<file path="config.mk">
export PLATFORM = sky130hd
export DESIGN_NAME = fifo_hs_reader_flat
export DESIGN_NICKNAME = d
export VERILOG_FILES = /design/src/rtl/fifo_hs_reader_if.sv /design/src/rtl/fifo_hs_reader.sv /design/src/flat_wrapper.sv
export SDC_FILE = /design/constraint.sdc
export NUM_CORES = 1
export LEC_CHECK = 0
export CORE_UTILIZATION = 49
export DETAILED_ROUTE_END_ITERATION = 10
export PLACE_DENSITY = 0.82
export SYNTH_ARGS = -nofsm -noshare
export SYNTH_HDL_FRONTEND = slang
export SYNTH_SLANG_ARGS = --single-unit
</file>
<file path="constraint.sdc">
create_clock -name RdClk -period 2.7 [get_ports RdClk]
set_input_delay 0.405 -clock RdClk [delete_from_list [all_inputs] [get_ports RdClk]]
set_output_delay 0.405 -clock RdClk [all_outputs]
set_load 0.05 [all_outputs]
</file>
<file path="src/rtl/fifo_hs_reader_if.sv">
// Handshake bundle for the FIFO_HS read front end.
// master: the reader (drives RdEn and the downstream stream).
// slave:  the environment (FIFO_HS read port plus the downstream sink).
interface fifo_hs_reader_if #(
    parameter int WIDTH = 179
);
    // FIFO_HS non-show-ahead read port
    logic             Empty;
    logic [WIDTH-1:0] Q;
    logic             RdEn;
    // downstream valid/ready stream
    logic             m_valid;
    logic             m_ready;
    logic [WIDTH-1:0] m_data;

    modport master (
        input  Empty, Q, m_ready,
        output RdEn, m_valid, m_data
    );

    modport slave (
        output Empty, Q, m_ready,
        input  RdEn, m_valid, m_data
    );
endinterface

</file>
<file path="src/rtl/fifo_hs_reader.sv">
// Read-side front end for FIFO_HS. Hides the one-cycle Q latency behind a
// two-entry buffer (out_reg + skid_reg) so the downstream stream can run at
// one entry per cycle, and counts delivered entries.
module fifo_hs_reader #(
    parameter int WIDTH = 179,
    parameter int CNT_W = 16
) (
    input  logic             RdClk,
    input  logic             Reset,
    fifo_hs_reader_if.master bus,
    output logic [1:0]       level,
    output logic [CNT_W-1:0] pop_cnt
);
    // Occupancy states; the encoding is the occupancy itself.
    localparam logic [1:0] S_EMPTY = 2'd0;
    localparam logic [1:0] S_ONE   = 2'd1;
    localparam logic [1:0] S_TWO   = 2'd2;

    logic [WIDTH-1:0] out_reg;
    logic [WIDTH-1:0] skid_reg;
    logic             rd_pend;   // Q is arriving this cycle
    logic             pop;
    logic             rd_en;
    logic [2:0]       credit;

    assign bus.m_valid = (level != S_EMPTY);
    assign bus.m_data  = out_reg;
    assign bus.RdEn    = rd_en;

    // Slots already committed after this cycle: held + in flight - leaving.
    // pop implies level >= 1, so the subtraction cannot go negative.
    always_comb begin
        pop    = bus.m_valid && bus.m_ready;
        credit = {1'b0, level} + {2'b00, rd_pend} - {2'b00, pop};
        rd_en  = !Reset && !bus.Empty && (credit < 3'd2);
    end

    // Occupancy FSM, data shifting, in-flight tracking and pop counting.
    always_ff @(posedge RdClk) begin
        if (Reset) begin
            level    <= S_EMPTY;
            rd_pend  <= 1'b0;
            out_reg  <= '0;
            skid_reg <= '0;
            pop_cnt  <= '0;
        end else begin
            rd_pend <= rd_en;
            if (pop)
                pop_cnt <= pop_cnt + CNT_W'(1);
            case (level)
                S_EMPTY: begin
                    if (rd_pend) begin
                        out_reg <= bus.Q;
                        level   <= S_ONE;
                    end
                end
                S_ONE: begin
                    if (rd_pend && !pop) begin
                        skid_reg <= bus.Q;
                        level    <= S_TWO;
                    end else if (rd_pend && pop) begin
                        out_reg <= bus.Q;
                    end else if (pop) begin
                        level <= S_EMPTY;
                    end
                end
                S_TWO: begin
                    // credit keeps rd_pend low on entry to TWO, but a capture
                    // alongside a pop is still handled for safety.
                    if (pop) begin
                        out_reg <= skid_reg;
                        if (rd_pend)
                            skid_reg <= bus.Q;
                        else
                            level <= S_ONE;
                    end
                end
                default: level <= S_EMPTY;
            endcase
        end
    end
endmodule

</file>
<file path="src/flat_wrapper.sv">
// flat-port wrapper written by rule: the top's interface ports become plain ports
module fifo_hs_reader_flat 
#(
    parameter int WIDTH = 179,
    parameter int CNT_W = 16
)
  (RdClk, Reset, level, pop_cnt, bus_Empty, bus_Q, bus_m_ready, bus_RdEn, bus_m_valid, bus_m_data);
  fifo_hs_reader_if #(.WIDTH(WIDTH)) bus_i ();
  input  logic RdClk;
  input  logic Reset;
  output logic [1:0] level;
  output logic [CNT_W-1:0] pop_cnt;
  input wire logic [$bits(bus_i.Empty)-1:0] bus_Empty;
  input wire logic [$bits(bus_i.Q)-1:0] bus_Q;
  input wire logic [$bits(bus_i.m_ready)-1:0] bus_m_ready;
  output wire logic [$bits(bus_i.RdEn)-1:0] bus_RdEn;
  output wire logic [$bits(bus_i.m_valid)-1:0] bus_m_valid;
  output wire logic [$bits(bus_i.m_data)-1:0] bus_m_data;
  assign bus_i.Empty = bus_Empty;
  assign bus_i.Q = bus_Q;
  assign bus_i.m_ready = bus_m_ready;
  assign bus_RdEn = bus_i.RdEn;
  assign bus_m_valid = bus_i.m_valid;
  assign bus_m_data = bus_i.m_data;
  fifo_hs_reader #(.WIDTH(WIDTH), .CNT_W(CNT_W)) u_core (.RdClk(RdClk), .Reset(Reset), .bus(bus_i), .level(level), .pop_cnt(pop_cnt));
endmodule
</file>
# Word-level counts from Yosys, hierarchy flattened

Index checks and enable logic that the tools add are counted.

Add/sub/neg operators: 3
Magnitude comparators: 1
Equality and inequality tests: 11
Muxes and demuxes: 15
Reductions and logical operators: 15

Operators by type and width:

| operator              | count |
|---|---|
| $mux 179              | 6 |
| $pmux 179 s3          | 1 |
| $pmux 179 s2          | 1 |
| $add 16x1->16 const B | 1 |
| $mux 2                | 6 |
| $ne 2x1->1 const B    | 5 |
| $reduce_and 5->1      | 2 |
| $pmux 2 s3            | 1 |
| $logic_and 1x1->1     | 5 |
| $ne 2x2->1 const B    | 2 |
| $reduce_and 4->1      | 1 |
| $reduce_bool 2->1     | 2 |
| $add 2x1->3           | 1 |
| $logic_not 1->1       | 3 |
| $lt 3x2->1 const B    | 1 |
| $ne 3x1->1 const B    | 1 |
| $ne 3x2->1 const B    | 1 |
| $reduce_bool 3->1     | 1 |
| $sub 3x1->3           | 1 |
| $eq 2x1->1 const B    | 1 |
| $eq 2x2->1 const B    | 1 |
| $logic_not 2->1       | 1 |

Register bits: 377
Input port bits: 183

# Longest topological paths before layout

Depth in word-level cells: 6
Mapped depth: 9
Gate-level depth less buffers: 5

# Worst setup path before layout

OpenSTA, ideal clock, no wires.

Path type: reg-to-output
From: reg u_core.level[1]
To: out bus_RdEn
Arrival time: 3476 ps
Required time: 2295 ps
Setup slack: -1181 ps
Cell stages (with the launch flop): 8
Path through: dfxtp_1 > buf_4 > and3b_1 > buf_6 > o21ai_0 > fa_1 > xor2_1 > nor4b_1

Word-level cells in the longest chain between the ends: 5
Elaborated cells between the ends (all ways): 6
Those cells by class: add/sub: 2; order compare: 1; reduce/logical: 3

Ends and longest elaborated chain:

| element                                             | line                 | text |
|---|---|---|
| start, declared                                     | fifo_hs_reader.sv:11 | `output logic [1:0] level,` |
| start signal, assigned                              | fifo_hs_reader.sv:41 | `level <= S_EMPTY;` |
| start signal, assigned                              | fifo_hs_reader.sv:54 | `level <= S_ONE;` |
| start signal, assigned                              | fifo_hs_reader.sv:60 | `level <= S_TWO;` |
| branches (longest 2 deep; another with $add 2x1->3) | n/a                  |  |
| $sub 3x1->3 *                                       | fifo_hs_reader.sv:34 | `credit = {1'b0, level} + {2'b00, rd_pend} - {2'b00, pop};` |
| $lt 3x2->1 *                                        | fifo_hs_reader.sv:35 | `rd_en = !Reset && !bus.Empty && (credit < 3'd2);` |
| $logic_and 1x1->1 *                                 | fifo_hs_reader.sv:35 |  |
| end, declared                                       | flat_wrapper.sv:16   | `output wire logic [$bits(bus_i.RdEn)-1:0] bus_RdEn;` |

Every way passes the cells marked *.

# Worst setup path after layout

From: in bus_m_ready
To: out bus_RdEn

Word-level cells in the longest chain between the ends: 4

Ends and longest elaborated chain:

| element           | line                 | text |
|---|---|---|
| start, declared   | flat_wrapper.sv:15   | `input wire logic [$bits(bus_i.m_ready)-1:0] bus_m_ready;` |
| $logic_and 1x1->1 | fifo_hs_reader.sv:33 | `pop = bus.m_valid && bus.m_ready;` |
| $sub 3x1->3       | fifo_hs_reader.sv:34 |  |
| $lt 3x2->1        | fifo_hs_reader.sv:35 |  |
| $logic_and 1x1->1 | fifo_hs_reader.sv:35 |  |

No other way between the ends.

==> flow_summary_export.csv <==
group,metric,value,unit
outcome,outcome,"complete, no violations",
placement,post-dp-hpwl,26.9,mm
logic_synthesis,syn_inst,1885,
logic_synthesis,synth.yosys.seq_area_share,0.510,
cells_and_area,filler_cell_count,2337,
grt,grtUsageTotal,0.268,
clocking,clock_tree.htree_level_count,2,
logic_synthesis,synth_compound_gate_area_share,0.175,
logic_synthesis,synthXorXnorAreaFrac,0.00533,
floorplan,floorplan.rows,63,
floorplan,ioPinCount,382,
cells_and_area,final_cell_count_no_fill,2596,
detailed_routing,detail_route.wirelength,42.7,mm
detailed_routing,detail_route.vias_per_cell,5.50,
hold_path,min-delay-path-class,"in -> reg",
grt,number_of_antenna_violations_at_the_first_check_in_global_routing,0,
detailed_routing,wl_per_cell,16.4,um
logic_synthesis,synth_top_cell_area_share,0.510,
logic_synthesis,synthAdderAreaFrac,0.00220,
detailed_routing,drt_first_pass_iters,5,
timing,grt_setup_unrepaired,"true",
timing,worst_pin_slew,767,ps
floorplan,die_area,0.0309,sq mm
logic_synthesis,most_instantiated_flip_flop_cell_in_the_synthesis_netlist,"sky130_fd_sc_hd__dfxtp_1",
timing,achievable_freq,0.377,GHz
cells_and_area,mostFrequentLayoutCells,"sky130_fd_sc_hd__nand2_1 (723), sky130_fd_sc_hd__clkdlybuf4s50_1 (379), sky130_fd_sc_hd__dfxtp_1 (375), sky130_fd_sc_hd__nor2_1 (192), sky130_fd_sc_hd__a21oi_1 (187)",
cells_and_area,final_core_utilization,0.677,
setup_path,timing.critical_path.fanout_max,3,
cells_and_area,drive_gt1_frac,0.0503,
logic_synthesis,post_synthesis_average_cell_area,7.84,sq um
pwr,irDropWorstVdd,0.000536,V
setup_path,worst-endpoint-required,2300,ps
cells_and_area,finish.net_count,2361,
timing,fin_skew,12.1,ps
timing,minimum_clock_period_after_layout,2650,ps
logic_synthesis,postSynthNetCount,2070,
cells_and_area,layout_commonest_cell,"sky130_fd_sc_hd__nand2_1",
pwr,power_density,684,mW/mm^2
logic_synthesis,yosysTopAreaCell,"sky130_fd_sc_hd__dfxtp_1",
logic_synthesis,syn-cell-area,0.0148,sq mm
detailed_routing,route.antenna.remaining_nets,0,
logic_synthesis,synth_simple_gate_area_share,0.247,
logic_synthesis,synth_cell_type_count,37,
grt,grt_pass1_wl,68.4,mm
floorplan,dieWidth,176,um
setup_path,critical_path_class,"in -> out",
placement,place.port_buffers,381,
logic_synthesis,postSynth.asyncResetShare,0,
detailed_routing,dr.first_iter.drc_count,1321,
timing,timing.final.setup_violations,0,
clocking,clock_insertion_delay_worst_skew,520,ps
timing,period_share,0.981,
logic_synthesis,ys_ff_latch,377,
logic_synthesis,synth.yosys.warnings,0,
logic_synthesis,synth_top_family_by_area,"simple AND/OR/NAND/NOR gates",
pwr,total_power,13700,uW
cells_and_area,areaGrowthSynthToFinish,35.6,%
placement,place_congestion,0.793,
placement,number_of_cells_in_the_design_after_placement,2523,
clocking,clk_transition_reported_paths,60,ps
logic_synthesis,number_of_enable_type_register_cells_in_the_synthesized_netlist,0,
clocking,total_number_of_clock_tree_sinks,377,
setup_path,setup.worst_path.end_class,"output port",
timing,hold_viol,0,
run,maxCapViolCount,0,
timing,slew_violations,0,
grt,number_of_global_route_vias_before_repair,13778,
grt,grt_max_degree,152,
clocking,buffers_from_clock_root_to_sink_at_most,3,
setup_path,start_kind,"primary input",
detailed_routing,drt_drc_violations_left,0,
floorplan,die-height,176,um
cells_and_area,ant_diodes,0,
timing,slew-limit-headroom,0.489,
floorplan,initial_core_util,0.499,
logic_synthesis,proportion_of_synthesized_area_in_mux_cells,0.00212,
detailed_routing,routed-via-count,14273,
grt,grt_overflow_total,0,
pwr,power_leakage,0.00705,uW
clocking,cts_tree,"built",
logic_synthesis,netlist_top_cells_area,"sky130_fd_sc_hd__dfxtp_1 (51%), sky130_fd_sc_hd__nand2_1 (18%), sky130_fd_sc_hd__a311oi_1 (11%)",
clocking,ctsRootBufferMaster,"sky130_fd_sc_hd__clkbuf_16",
floorplan,core_area,0.0296,sq mm
clocking,cts_buffers,39,
setup_path,critical_path_arrival,2240,ps
-- area by class of cell --
type / instances / area (sq um) / share of cell area
inverters: 3 / 11.3 / 0.000561
repair buffers: 415 / 4270 / 0.213
clock buffers: 64 / 1230 / 0.0614
multi-input cells: 1340 / 6440 / 0.321
flip-flops and latches: 377 / 7550 / 0.377
clock inverters: 7 / 60.1 / 0.00299
well taps: 390 / 488 / 0.0243
-- worst paths after layout --
check	to	start	slack, ps	cells after the start
worst max-delay path	bus_RdEn	bus_m_ready	50	7
worst min-delay path	u_core.level[0]$_SDFFE_PP0P_	Reset	300	2
worst max register to register	u_core.bus.m_data[45]$_SDFFE_PP0P_	u_core.rd_pend$_SDFF_PP0_	650	6
worst min register to register	u_core.skid_reg[107]$_SDFFE_PP0P_	u_core.skid_reg[107]$_SDFFE_PP0P_	450	2
-- cell families after synthesis --
kind of cell / Yosys count
adder cells (fa/ha/maj): 2
flip-flops: 377
AND/OR/NAND/NOR: 948
multiplexers: 3
AO/OA/AOI/OAI: 378
buffers and inverters: 168
XOR/XNOR: 9
-- synth_stat cells, drive strengths merged (3+ instances only) --
cell    number
nor2b        4
a311oi     179
o21ai        8
a21oi      187
buf         87
nor4         5
xor2         3
nand2      723
dfxtp      377
nand4        3
inv          3
nand3        4
clkbuf      78
nor2       192
or3          6
xnor2        6
-- timing repair --
action / CTS / global route
hold buffers: 0 / 0
pin swaps: 1 / 0
setup endpoints to repair: 1 / 1
resized for setup: 3 / 0
setup buffers: 2 / 0
gates cloned: 0 / 0
-- critical path, stage by stage --
cell and delay, ps:
sky130_fd_sc_hd__clkdlybuf4s50_1 500, sky130_fd_sc_hd__and3b_1 180, sky130_fd_sc_hd__o21ai_0 110, sky130_fd_sc_hd__fa_2 380, sky130_fd_sc_hd__xor2_2 180, sky130_fd_sc_hd__nor4b_4 310, sky130_fd_sc_hd__buf_12 180
-- metrics by stage --
stage                     setup WS, ps  instance area [sq um]  hold slack, ps  setup TNS (ps)
after global placement           -32.4                  18700             441           -32.4
final                             50.2                  20100             299               0
after global routing             -14.8                  20100             297           -14.8
after floorplan                   35.8                  14800             437               0
after CTS                         43.7                  20100             270               0
after detailed placement         -31.2                  18700             447           -31.2
-- power breakdown --
group	total [uW]	leakage, uW	switching [uW]	internal [uW]
combinational	2400	0.00333	1510	893
clock	5330	0.000642	2130	3210
sequential	5990	0.00307	161	5830
total	13700	0.00705	3790	9930
-- per-layer routing --
| layer | share of wire | up-vias | track usage | wire, um |
|---|---|---|---|---|
| li1 | - | 6921 | - | - |
| met1 | 0.39 | 6679 | 0.317 | 16600 |
| met2 | 0.48 | 539 | 0.455 | 20600 |
| met3 | 0.076 | 134 | 0.0626 | 3230 |
| met4 | 0.050 | 0 | 0.131 | 2140 |
| met5 | 0 | - | 0 | 0 |
(Power assumes the default switching activity.)
